==> config.mk <==
export PLATFORM = sky130hd
export DESIGN_NAME = mem_cycle_ctrl_flat
export DESIGN_NICKNAME = d
export VERILOG_FILES = /design/src/rtl/mem_cycle_ctrl_if.sv /design/src/rtl/mem_cycle_ctrl.sv /design/src/flat_wrapper.sv
export SDC_FILE = /design/constraint.sdc
export NUM_CORES = 1
export LEC_CHECK = 0
export CORE_AREA = 2 2 39 41
export DETAILED_ROUTE_END_ITERATION = 8
export DIE_AREA = 0 0 41 43
export HOLD_SLACK_MARGIN = 0.06
export RECOVER_POWER = 25
export SKIP_LAST_GASP = 1
export SYNTH_ARGS = -nofsm -noshare
export SYNTH_HDL_FRONTEND = slang
export SYNTH_SLANG_ARGS = --single-unit
==> constraint.sdc <==
create_clock -name clk -period 1.8 [get_ports clk]
set_input_delay 0.18 -clock clk [delete_from_list [all_inputs] [get_ports clk]]
set_output_delay 0.18 -clock clk [all_outputs]
set_load 0.03 [all_outputs]
==> src/rtl/mem_cycle_ctrl_if.sv <==
// Z80 memory-side bus between the MMU stage and mem_cycle_ctrl.
// The master side drives the CPU strobes and translated page; the slave decodes enables and WAIT.
interface mem_cycle_ctrl_if;
    localparam int unsigned PADDR_W = 7;

    logic               mreq_n;
    logic               rd_n;
    logic               wr_n;
    logic               m1_n;
    logic               rfsh_n;
    logic [PADDR_W-1:0] paddr;
    logic               boot_clr_n;
    logic               rom_ce_n;
    logic               ram0_ce_n;
    logic               ram1_ce_n;
    logic               oe_n;
    logic               we_n;
    logic               wait_n;
    logic               boot_ovl;

    modport master (
        output mreq_n, rd_n, wr_n, m1_n, rfsh_n, paddr, boot_clr_n,
        input  rom_ce_n, ram0_ce_n, ram1_ce_n, oe_n, we_n, wait_n, boot_ovl
    );

    modport slave (
        input  mreq_n, rd_n, wr_n, m1_n, rfsh_n, paddr, boot_clr_n,
        output rom_ce_n, ram0_ce_n, ram1_ce_n, oe_n, we_n, wait_n, boot_ovl
    );
endinterface

==> src/rtl/mem_cycle_ctrl.sv <==
// Memory cycle controller: ROM/RAM chip-enable decode, gated OE/WE, per-region WAIT insertion
// and boot ROM overlay. Define M1_WAIT_EN to add one extra wait state on opcode fetches.
module mem_cycle_ctrl #(
    parameter int unsigned WAIT_W   = 3,
    parameter int unsigned ROM_WAIT = 2,
    parameter int unsigned RAM_WAIT = 0
) (
    input  logic             clk,
    input  logic             reset_n,
    mem_cycle_ctrl_if.slave  bus
);
    localparam logic [WAIT_W-1:0] WAIT_MAX = '1;

    logic              act;
    logic              rom;
    logic              ram0;
    logic              ram1;
    logic              start;
    logic [WAIT_W-1:0] n_base;
    logic [WAIT_W-1:0] n_sel;
    logic [WAIT_W-1:0] count;
    logic              wait_q;
    logic              boot_ovl_q;
    logic              prev_mreq;

    // Region decode on physical address bits [19:13]; paddr[6] is A19.
    always_comb begin
        act    = !bus.mreq_n && bus.rfsh_n;
        rom    = (bus.paddr[6:3] == 4'hF) || (boot_ovl_q && (bus.paddr[6:2] == 5'b00000));
        ram0   = !bus.paddr[6] && !rom;
        ram1   = bus.paddr[6] && (bus.paddr[6:3] != 4'hF);
        start  = act && prev_mreq;
        n_base = rom ? WAIT_W'(ROM_WAIT) : WAIT_W'(RAM_WAIT);
    end

`ifdef M1_WAIT_EN
    // Opcode fetches get one extra wait state, saturating at the counter maximum.
    always_comb begin
        n_sel = n_base;
        if (!bus.m1_n && (n_base != WAIT_MAX)) begin
            n_sel = n_base + WAIT_W'(1);
        end
    end
`else
    logic unused_m1;
    assign n_sel     = n_base;
    assign unused_m1 = bus.m1_n;
`endif

    assign bus.rom_ce_n  = !(act && rom);
    assign bus.ram0_ce_n = !(act && ram0);
    assign bus.ram1_ce_n = !(act && ram1);
    assign bus.oe_n      = !(act && !bus.rd_n);
    assign bus.we_n      = !(act && !bus.wr_n);
    assign bus.wait_n    = wait_q;
    assign bus.boot_ovl  = boot_ovl_q;

    // Wait sequencing: load on cycle start, count down, release early if mreq_n goes high.
    always_ff @(posedge clk) begin
        if (!reset_n) begin
            wait_q     <= 1'b1;
            boot_ovl_q <= 1'b1;
            count      <= '0;
            prev_mreq  <= 1'b1;
        end else begin
            prev_mreq <= bus.mreq_n;
            if (!bus.boot_clr_n) begin
                boot_ovl_q <= 1'b0;
            end
            if (!wait_q) begin
                if (bus.mreq_n) begin
                    wait_q <= 1'b1;
                    count  <= '0;
                end else if (count == '0) begin
                    wait_q <= 1'b1;
                end else begin
                    count <= count - WAIT_W'(1);
                end
            end else if (start && (n_sel != '0)) begin
                wait_q <= 1'b0;
                count  <= n_sel - WAIT_W'(1);
            end
        end
    end
endmodule

==> src/flat_wrapper.sv <==
// flat-port wrapper written by rule: the top's interface ports become plain ports
module mem_cycle_ctrl_flat 
#(
    parameter int unsigned WAIT_W   = 3,
    parameter int unsigned ROM_WAIT = 2,
    parameter int unsigned RAM_WAIT = 0
)
  (clk, reset_n, bus_mreq_n, bus_rd_n, bus_wr_n, bus_m1_n, bus_rfsh_n, bus_paddr, bus_boot_clr_n, bus_rom_ce_n, bus_ram0_ce_n, bus_ram1_ce_n, bus_oe_n, bus_we_n, bus_wait_n, bus_boot_ovl);
  mem_cycle_ctrl_if bus_i ();
  input  logic clk;
  input  logic reset_n;
  input wire logic [$bits(bus_i.mreq_n)-1:0] bus_mreq_n;
  input wire logic [$bits(bus_i.rd_n)-1:0] bus_rd_n;
  input wire logic [$bits(bus_i.wr_n)-1:0] bus_wr_n;
  input wire logic [$bits(bus_i.m1_n)-1:0] bus_m1_n;
  input wire logic [$bits(bus_i.rfsh_n)-1:0] bus_rfsh_n;
  input wire logic [$bits(bus_i.paddr)-1:0] bus_paddr;
  input wire logic [$bits(bus_i.boot_clr_n)-1:0] bus_boot_clr_n;
  output wire logic [$bits(bus_i.rom_ce_n)-1:0] bus_rom_ce_n;
  output wire logic [$bits(bus_i.ram0_ce_n)-1:0] bus_ram0_ce_n;
  output wire logic [$bits(bus_i.ram1_ce_n)-1:0] bus_ram1_ce_n;
  output wire logic [$bits(bus_i.oe_n)-1:0] bus_oe_n;
  output wire logic [$bits(bus_i.we_n)-1:0] bus_we_n;
  output wire logic [$bits(bus_i.wait_n)-1:0] bus_wait_n;
  output wire logic [$bits(bus_i.boot_ovl)-1:0] bus_boot_ovl;
  assign bus_i.mreq_n = bus_mreq_n;
  assign bus_i.rd_n = bus_rd_n;
  assign bus_i.wr_n = bus_wr_n;
  assign bus_i.m1_n = bus_m1_n;
  assign bus_i.rfsh_n = bus_rfsh_n;
  assign bus_i.paddr = bus_paddr;
  assign bus_i.boot_clr_n = bus_boot_clr_n;
  assign bus_rom_ce_n = bus_i.rom_ce_n;
  assign bus_ram0_ce_n = bus_i.ram0_ce_n;
  assign bus_ram1_ce_n = bus_i.ram1_ce_n;
  assign bus_oe_n = bus_i.oe_n;
  assign bus_we_n = bus_i.we_n;
  assign bus_wait_n = bus_i.wait_n;
  assign bus_boot_ovl = bus_i.boot_ovl;
  mem_cycle_ctrl #(.WAIT_W(WAIT_W), .ROM_WAIT(ROM_WAIT), .RAM_WAIT(RAM_WAIT)) u_core (.clk(clk), .reset_n(reset_n), .bus(bus_i));
endmodule
After elaboration in Yosys (flattened, before gate mapping)
Cells that the tools add are included.
{"block": "totals", "register_bits": 6, "inputBits": 15, "output_inout_bits": 7, "wordCells": 45}
{"block": "op_classes", "addsub": 2, "eq_ne": 4, "mux": 9, "reduce_logical": 26}
{"operator": "3-bit two-way mux", "count": 4}
{"operator": "1-bit logical AND", "count": 11}
{"operator": "1-bit zero test", "count": 10}
{"operator": "3-bit by 1-bit subtractor with 3-bit output, second input constant", "count": 2}
{"operator": "5-bit zero test", "count": 1}
{"operator": "4-bit == test, second input constant", "count": 1}
{"operator": "1-bit two-way mux", "count": 4}
{"operator": "4-bit != test, second input constant", "count": 1}
{"operator": "3-bit zero test", "count": 1}
{"operator": "3-bit by 2-bit != test with 1-bit output, second input constant", "count": 1}
{"operator": "3-bit nonzero test", "count": 1}
{"operator": "2-bit two-way mux", "count": 1}
{"operator": "2-bit != test, second input constant", "count": 1}
{"operator": "2-bit AND reduction", "count": 1}
{"operator": "1-bit logical OR", "count": 1}

Longest topological paths before layout
Gate-level depths: netlist of run 1.
{"block": "depth", "ltp_word": 8, "depth_mapped": 6, "ltp_nobuf": 6}

Worst setup path after synthesis of run 1
No wires, ideal clock.
{"block": "synth_timing", "path_kind": "register -> output", "start": "register u_core.boot_ovl_q, in the netlist u_core.bus.boot_ovl", "end": "output port bus_ram0_ce_n", "arrival_ns": 1.535, "t_required_ns": 1.620, "slack_ns": 0.085, "path_stages_with_launch": 3, "path_buffers": 0, "path_cell_list": "dfxtp_1 > or4b_1 > o211ai_1"}
{"block": "synth_via", "elab_chain_len": 6}
{"element": "start: declaration", "line_no": "mem_cycle_ctrl.sv:23", "rtl": "logic boot_ovl_q;"}
{"element": "start signal: assignment", "line_no": "mem_cycle_ctrl.sv:62", "rtl": "boot_ovl_q <= 1'b1;"}
{"element": "start signal: assignment", "line_no": "mem_cycle_ctrl.sv:68", "rtl": "boot_ovl_q <= 1'b0;"}
{"element": "1-bit logical AND", "line_no": "mem_cycle_ctrl.sv:29", "rtl": "rom = (bus.paddr[6:3] == 4'hF) || (boot_ovl_q && (bus.paddr[6:2] == 5'b00000));"}
{"element": "1-bit logical OR", "line_no": "mem_cycle_ctrl.sv:29"}
{"element": "1-bit zero test", "line_no": "mem_cycle_ctrl.sv:30", "rtl": "ram0 = !bus.paddr[6] && !rom;"}
{"element": "1-bit logical AND", "line_no": "mem_cycle_ctrl.sv:30"}
{"element": "1-bit logical AND", "line_no": "mem_cycle_ctrl.sv:51", "rtl": "assign bus.ram0_ce_n = !(act && ram0);"}
{"element": "1-bit zero test", "line_no": "mem_cycle_ctrl.sv:51"}
{"element": "end: declaration", "line_no": "flat_wrapper.sv:20", "rtl": "output wire logic [$bits(bus_i.ram0_ce_n)-1:0] bus_ram0_ce_n;"}
No other way between the ends.

Worst setup path after layout of run 1
{"block": "layout_timing", "start": "input port bus_paddr[4]", "end": "output port bus_ram0_ce_n"}
{"block": "layout_via", "elab_chain_len": 7, "elab_cells_between_ends": 8, "classes_between": "1 x eq/ne; 7 x reduce/logical"}
{"element": "start: declaration", "line_no": "flat_wrapper.sv:17", "rtl": "input wire logic [$bits(bus_i.paddr)-1:0] bus_paddr;"}
{"element": "5-bit zero test", "line_no": "mem_cycle_ctrl.sv:29"}
{"element": "1-bit logical AND", "line_no": "mem_cycle_ctrl.sv:29"}
{"element": "1-bit logical OR *", "line_no": "mem_cycle_ctrl.sv:29"}
{"element": "1-bit zero test *", "line_no": "mem_cycle_ctrl.sv:30"}
{"element": "1-bit logical AND *", "line_no": "mem_cycle_ctrl.sv:30"}
{"element": "1-bit logical AND *", "line_no": "mem_cycle_ctrl.sv:51"}
{"element": "1-bit zero test *", "line_no": "mem_cycle_ctrl.sv:51"}
Mark *: on every way between the ends. The rest lies on a longest branch, timed or not.

==> results.md, run 1 <==
* Status: finished, final reports clean
* Starting Density at 26.22%
* Switching part of the total at 23.93%
* CP Max Fanout at 2
* Clk pwr share at 37.2%
* Clk Tree Root Cell: clkbuf_4
* Die width at 41 um
* Cts bufs inserted at 3
* Detailed Place HPWL at 713 um
* R2r setup slk at 0.37 ns
* Fillers at 148
* Startpoint Class: input pin
* First-pass iteration count of the detailed router at 2
* Share of cells above drive strength 1 at 19.12%
* Die Ht at 43 um
* Std-Cell Rows at 14
* Cell Pwr Density at 550.4 nW/um^2
* Period utilisation layout at 94.51%
* Int Power at 0.2514 mW
* Area post-placement at 583.1 um^2
* DIE AREA at 1763 um^2
* HP Class: flop to flop
* I/O pin count at 22
* Setup-failing EPs final at 0
* Avg WL per Cell at 10.68 um
* First-pass GRT wire length at 1338 um
* CP Class: input pin to primary output
* Vias in the first global route at 374
* Syn. warnings at 0
* Synthesis-to-finish area growth at 65.52%
* Period minus WS final at 1.701 ns
* Most frequent cells after synthesis: dfxtp_1, inv_1, nand2_1, nand2b_1
* Largest net degree at the start of global routing at 8
* Final setup margin at 0.09879 ns
* Sinks on Clock Net at 6
* Yosys cell types at 20
* Dominant cells by area after synthesis: dfxtp_1, ha_1, nand2b_1, or4b_1, nand3_1
* Final instance area at 600.6 um^2
* Seq pwr share at 41.8%
* HP Start: u_core.bus.boot_ovl
* Final setup skew at 0.006467 ns
* Syn avg cell area at 8.438 um^2
* Crit path capture: bus_ram0_ce_n
* Synth Flop Type: dfxtp_1
* Final WL at 897 um
* Final ANT Viol Nets at 0
* Worst slew pin tran at 0.3115 ns
* Max_slew headroom at 79.16%
* Hold Violations, Final at 0
* Mapped Area at 362.8 um^2
* DRC Markers at 0
* Inserted Diodes at 0
* Top-area cell type share of the netlist area at 33.10%
* Final slew viol count at 0
* Reg2reg start: u_core.bus.boot_ovl
* Layout Utilization at 43.40%
* CTS tree: built
* Unrepaired setup endpoints after global routing: no
* Critical Path AT at 1.52 ns
* Total congestion overflow at 0
* GP Congestion at 0.7888
* CTS H-tree depth at 1
* Clock latency on the worst-skew pair at 0.24 ns
* Syn Inst Count at 43
* Dpl ws at -0.3104 ns
* Yosys top cell by area: dfxtp_1
* CP Data Required Time at 1.62 ns
* Max VDD drop at 0.2629 mV
* Number of synthesized flops with an enable pin at 0
* Avg Vias per Cell at 4.869
* Logic gate share of total power at 20.9%
* I/O Buffers at 18
* Syn nets at 60
* Vias at 409
* Worst r2r path cells at 5
* Initial antenna violation count at 0
* Number of nets in the layout at 87
* Core Box Area at 1384 um^2
* Worst setup path startpoint: bus_paddr[4]
* Total track usage at 11.66%
* FFs w/ async S/R, synth at 0%
* Sequential element share of the synthesized area at 33.10%
* Hold buffer count at CTS at 0
* Worst setup EP type: primary output
* Switching pwr at 0.07911 mW
* Drt initial violations at 13
* Synth Register Bits at 6
* Bufs on Longest Clock Path at 2
* LEAKAGE at 0.2434 nW
* Most numerous cell in the Yosys netlist: dfxtp_1
* Clock slew at reported path FFs at 0.04 ns
* Peak Freq at 0.5878 GHz
* Maxcap violations at 0
* Worst r2r dst: u_core.bus.wait_n
-- state kept, by name, indices dropped and copies added, names as in the netlist --
signal / flops
u_core.count: 3
u_core.bus.boot_ovl: 1
u_core.bus.wait_n: 1
u_core.prev_mreq: 1
-- power groups by stage --
stage / sequential, mW / clock [mW] / combinational [mW]
floorplan: 0.144 / 0 / 0.0217
global placement: 0.141 / 0 / 0.0714
detailed placement: 0.141 / 0 / 0.0707
CTS: 0.138 / 0.132 / 0.0712
global route: 0.139 / 0.139 / 0.0748
finish: 0.138 / 0.123 / 0.0692
-- per-layer routing --
layer | global-route usage (%) | wire length [um] | share of wire (%) | vias to the layer above
met5 | 0 | 0 | 0 | -
met3 | 3.665 | 75 | 8.4 | 2
li1 | - | - | - | 205
met2 | 20.31 | 450 | 50 | 18
met1 | 9.355 | 356 | 40 | 184
met4 | 10.00 | 14 | 1.6 | 0
-- placed cells by master, fill, tap and decap left out, drive strengths merged --
cell / synthesis / routed
nand2b: 4 / 4
a32o: 1 / 1
buf: 0 / 9
nand2: 4 / 4
xnor2: 1 / 1
o22ai: 1 / 1
nand3: 3 / 3
clkdlybuf4s50: 0 / 11
ha: 2 / 2
clkbuf: 0 / 3
and3: 1 / 1
and2b: 1 / 1
dlygate4sd3: 0 / 2
or4b: 2 / 2
o211ai: 1 / 1
nor2: 3 / 3
inv: 4 / 4
nand3b: 1 / 1
dfxtp: 6 / 6
o2111ai: 1 / 1
o311a: 1 / 1
o21ai: 2 / 2
o21bai: 2 / 2
and2: 2 / 2
-- per-stage QoR --
stage | std cells | hold slack, ns | total power [mW] | TNS, ns
2_1_floorplan | 43 | 0.2419 | 0.1658 | 0
3_3_place_gp | 81 | 0.4477 | 0.2122 | -0.3465
3_5_place_dp | 81 | 0.4527 | 0.2116 | -0.3262
4_1_cts | 84 | 0.4594 | 0.3415 | 0
5_1_grt | 84 | 0.4973 | 0.3523 | 0
6_report | 84 | 0.4500 | 0.3306 | 0
-- logic make-up (layout without fill, tap and decap cells) --
logic type               count (synthesis)  after routing  share of synthesized area (%)
AO/OA/AOI/OAI                            9              9                          20.34
XOR/XNOR                                 1              1                          2.414
adder cells (fa/ha/maj)                  2              2                          6.895
buffers and inverters                    4             29                          4.137
flip-flops                               6              6                          33.10
AND/OR/NAND/NOR                         21             21                          33.10
-- critical path, cell delays in order --
cell             delay (ns)
clkdlybuf4s50_1        0.41
or4b_1                 0.56
o211ai_1               0.18
buf_4                  0.19
-- layout make-up --
type                            instances  area (um^2)  share of cell area (%)
Tap cell                               16        20.02                   3.333
Timing Repair Buffer                   22        195.2                   32.50
Multi-Input combinational cell         33        227.7                   37.92
Sequential cell                         6        120.1                   20.00
Inverter                                4        15.01                   2.500
Clock buffer                            3        22.52                   3.750
-- how the worst min path moves through the flow --
| stage | end | slack, ns | depth (start not counted) |
|---|---|---|---|
| detailed placement | u_core.bus.boot_ovl | 0.45 | 2 |
| global placement | u_core.bus.boot_ovl | 0.45 | 2 |
| finish | u_core.bus.boot_ovl | 0.45 | 2 |
| global route | u_core.bus.boot_ovl | 0.50 | 2 |
| floorplan | u_core.bus.boot_ovl | 0.24 | 1 |
| CTS | u_core.bus.boot_ovl | 0.46 | 2 |
-- timing repair --
action | CTS | global route
setup buffers | 0 | 0
gates resized for setup | 5 | 0
endpoints found under the hold margin | 0 | 0
endpoints found under the setup margin | 1 | 0
Power figures use the tool's default switching activity.
==> run 2, diff against run 1 <==
- CTS_BUF_LIST: default -> sky130_fd_sc_hd__clkbuf_8
==> run 2 against run 1 <==
Clock skew decreased by 0.0039 ns. Sequential power about the same. Setup slack unchanged. Combinational power increased by 0.6%. Cell count unchanged. Critical endpoint unchanged. Largest power group is now clock.
==> results.md, run 2 (synthesis results as in run 1) <==
* Final ANT Viol Nets at 0 (unchanged)
* Detailed Place HPWL at 713 um (unchanged)
* Largest stage delay on the critical path at 0.56 ns (about the same)
* CTS tree: built
* Critical Path AT at 1.52 ns (about the same)
* CTS H-tree depth at 1 (unchanged)
* Worst path slowest cell: or4b_1
* Starting Density at 26.22% (unchanged)
* CP Data Required Time at 1.62 ns (about the same)
* Final WL at 967 um (+7.8%)
* Cell family with most CP delay: buffers and inverters
* Setup-failing EPs final at 0 (unchanged)
* Share of cells above drive strength 1 at 19.12% (unchanged)
* Area of the multi-input gates at 227.7 um^2 (unchanged)
* Bufs on Longest Clock Path at 2 (unchanged)
* Period minus WS final at 1.701 ns (unchanged)
* First-pass GRT wire length at 1497 um (+12%)
* DIE AREA at 1763 um^2 (unchanged)
* Cell Pwr Density at 662.5 nW/um^2 (+20%)
* Unrepaired setup endpoints after global routing: no
* Avg WL per Cell at 11.51 um (+7.8%)
* Final slew viol count at 0 (unchanged)
* Commonest non-fill, non-tap cell in the layout: clkdlybuf4s50_1
* Most frequent cells in the layout: clkdlybuf4s50_1, buf_4, dfxtp_1
* Worst setup EP type: primary output
* Number of nets in the layout at 87 (unchanged)
* CP bufs+invs at 2 (unchanged)
* Peak Freq at 0.5878 GHz (unchanged)
* Inserted Diodes at 0 (unchanged)
* Vias at 417 (+2.0%)
* Cts bufs inserted at 3 (unchanged)
* CP Class: input pin to primary output
* Max FFs per register at 3 (unchanged)
* Clk Tree Root Cell: clkbuf_8
* I/O Buffers at 18 (unchanged)
* Final setup skew at 0.002575 ns (-0.003892 ns)
* Hold_ws at 0.4504 ns (+0.0003530 ns)
* PostCTS Resize Cnt at 5 (unchanged)
* Worst slew pin tran at 0.3115 ns (unchanged)
* Synthesis-to-finish area growth at 70.69%
* Hold buffer count at CTS at 0 (unchanged)
* Clock latency on the worst-skew pair at 0.22 ns (-0.02 ns)
* Core Box Area at 1384 um^2 (unchanged)
* CP Max Fanout at 2 (unchanged)
* Drt initial violations at 4 (-9)
* Clock slew at reported path FFs at 0.04 ns (about the same)
* Startpoint Class: input pin
* I/O pin count at 22 (unchanged)
* Most flop-heavy register: u_core.count
* Max_slew headroom at 79.16% (unchanged)
* Dpl ws at -0.3104 ns (unchanged)
* LEAKAGE at 0.2512 nW (+3.2%)
* First-pass iteration count of the detailed router at 2 (unchanged)
* GP Congestion at 0.7888 (unchanged)
* Period utilisation layout at 94.51% (unchanged)
* Die Ht at 43 um (unchanged)
* Initial antenna violation count at 0 (unchanged)
* Maxcap violations at 0 (unchanged)
* Total track usage at 13.60% (+1.9 points)
* Avg Vias per Cell at 4.964 (+2.0%)
* DRC Markers at 0 (unchanged)
* FF/Latch Area at 120.1 um^2 (unchanged)
* Largest net degree at the start of global routing at 8 (unchanged)
* Fillers at 151 (+2.0%)
* Final setup margin at 0.09879 ns (unchanged)
* Die width at 41 um (unchanged)
* Std-Cell Rows at 14 (unchanged)
* HP Class: flop to flop
* Total congestion overflow at 0 (unchanged)
* Max VDD drop at 0.3507 mV (+33%)
* Cell breakdown of the critical path: clkdlybuf4s50_1 -> or4b_1 -> o211ai_1 -> buf_4
* Hold Violations, Final at 0 (unchanged)
* Vias in the first global route at 395 (+5.6%)
* Status: finished, final reports clean
* Post-CTS Setup Bufs at 0 (unchanged)
* Sinks on Clock Net at 6 (unchanged)
* Total Power at 0.4103 mW (+24%)
-- run 2: report_power, final --
part           total (mW)  switching [mW]  leakage, nW  internal, mW
sequential          0.139         0.00173       0.0490         0.137
clock               0.202          0.0583       0.0216         0.144
combinational      0.0696          0.0301        0.181        0.0395
total               0.410          0.0901        0.251         0.320
-- run 2: worst register-to-register path, cell delays in order (launching register included) --
cell and delay (ns):
dfxtp_1 0.32, or4b_1 0.47, o22ai_2 0.13, buf_4 0.13, and3_1 0.18, o21ai_0 0.07
-- run 2: per-layer routing --
| metal | global-route usage, % | vias to the layer above | part of all wire (%) |
|---|---|---|---|
| li1 | - | 205 | - |
| met1 | 10.39 | 194 | 40 |
| met2 | 22.50 | 16 | 49 |
| met3 | 5.236 | 2 | 7.7 |
| met4 | 14.00 | 0 | 3.0 |
| met5 | 0 | - | 0 |
-- run 2: layout make-up --
| cell class | count | area share (%) |
|---|---|---|
| timing repair buffer | 22 | 31.52 |
| clock buffer | 3 | 6.667 |
| inverter | 4 | 2.424 |
| tap | 16 | 3.232 |
| multi-input combinational | 33 | 36.77 |
| sequential | 6 | 19.39 |
-- run 2: per-stage QoR --
step	setup TNS, ns	std cells	utilization (%)	instance area (um^2)
2_1_floorplan	0	43	-	362.8
3_3_place_gp	-0.3465	81	42.13	583.1
3_5_place_dp	-0.3262	81	42.13	583.1
4_1_cts	0	84	44.76	619.3
5_1_grt	0	84	44.76	619.3
6_report	0	84	44.76	619.3
-- run 2: worst paths after layout --
check                      startpoint             endpoint  slack, ns  cells after the start
hold reg to reg   u_core.bus.boot_ovl  u_core.bus.boot_ovl       0.45                      2
setup reg to reg  u_core.bus.boot_ovl    u_core.bus.wait_n       0.37                      5
setup / recovery         bus_paddr[4]        bus_ram0_ce_n        0.1                      4
hold / removal    u_core.bus.boot_ovl  u_core.bus.boot_ovl       0.45                      2
==> run 3, diff against run 2 <==
- TNS_END_PERCENT: default -> 100
==> results of run 3 <==
Same layout as run 2: the final DEF is identical, and so are final timing and power.
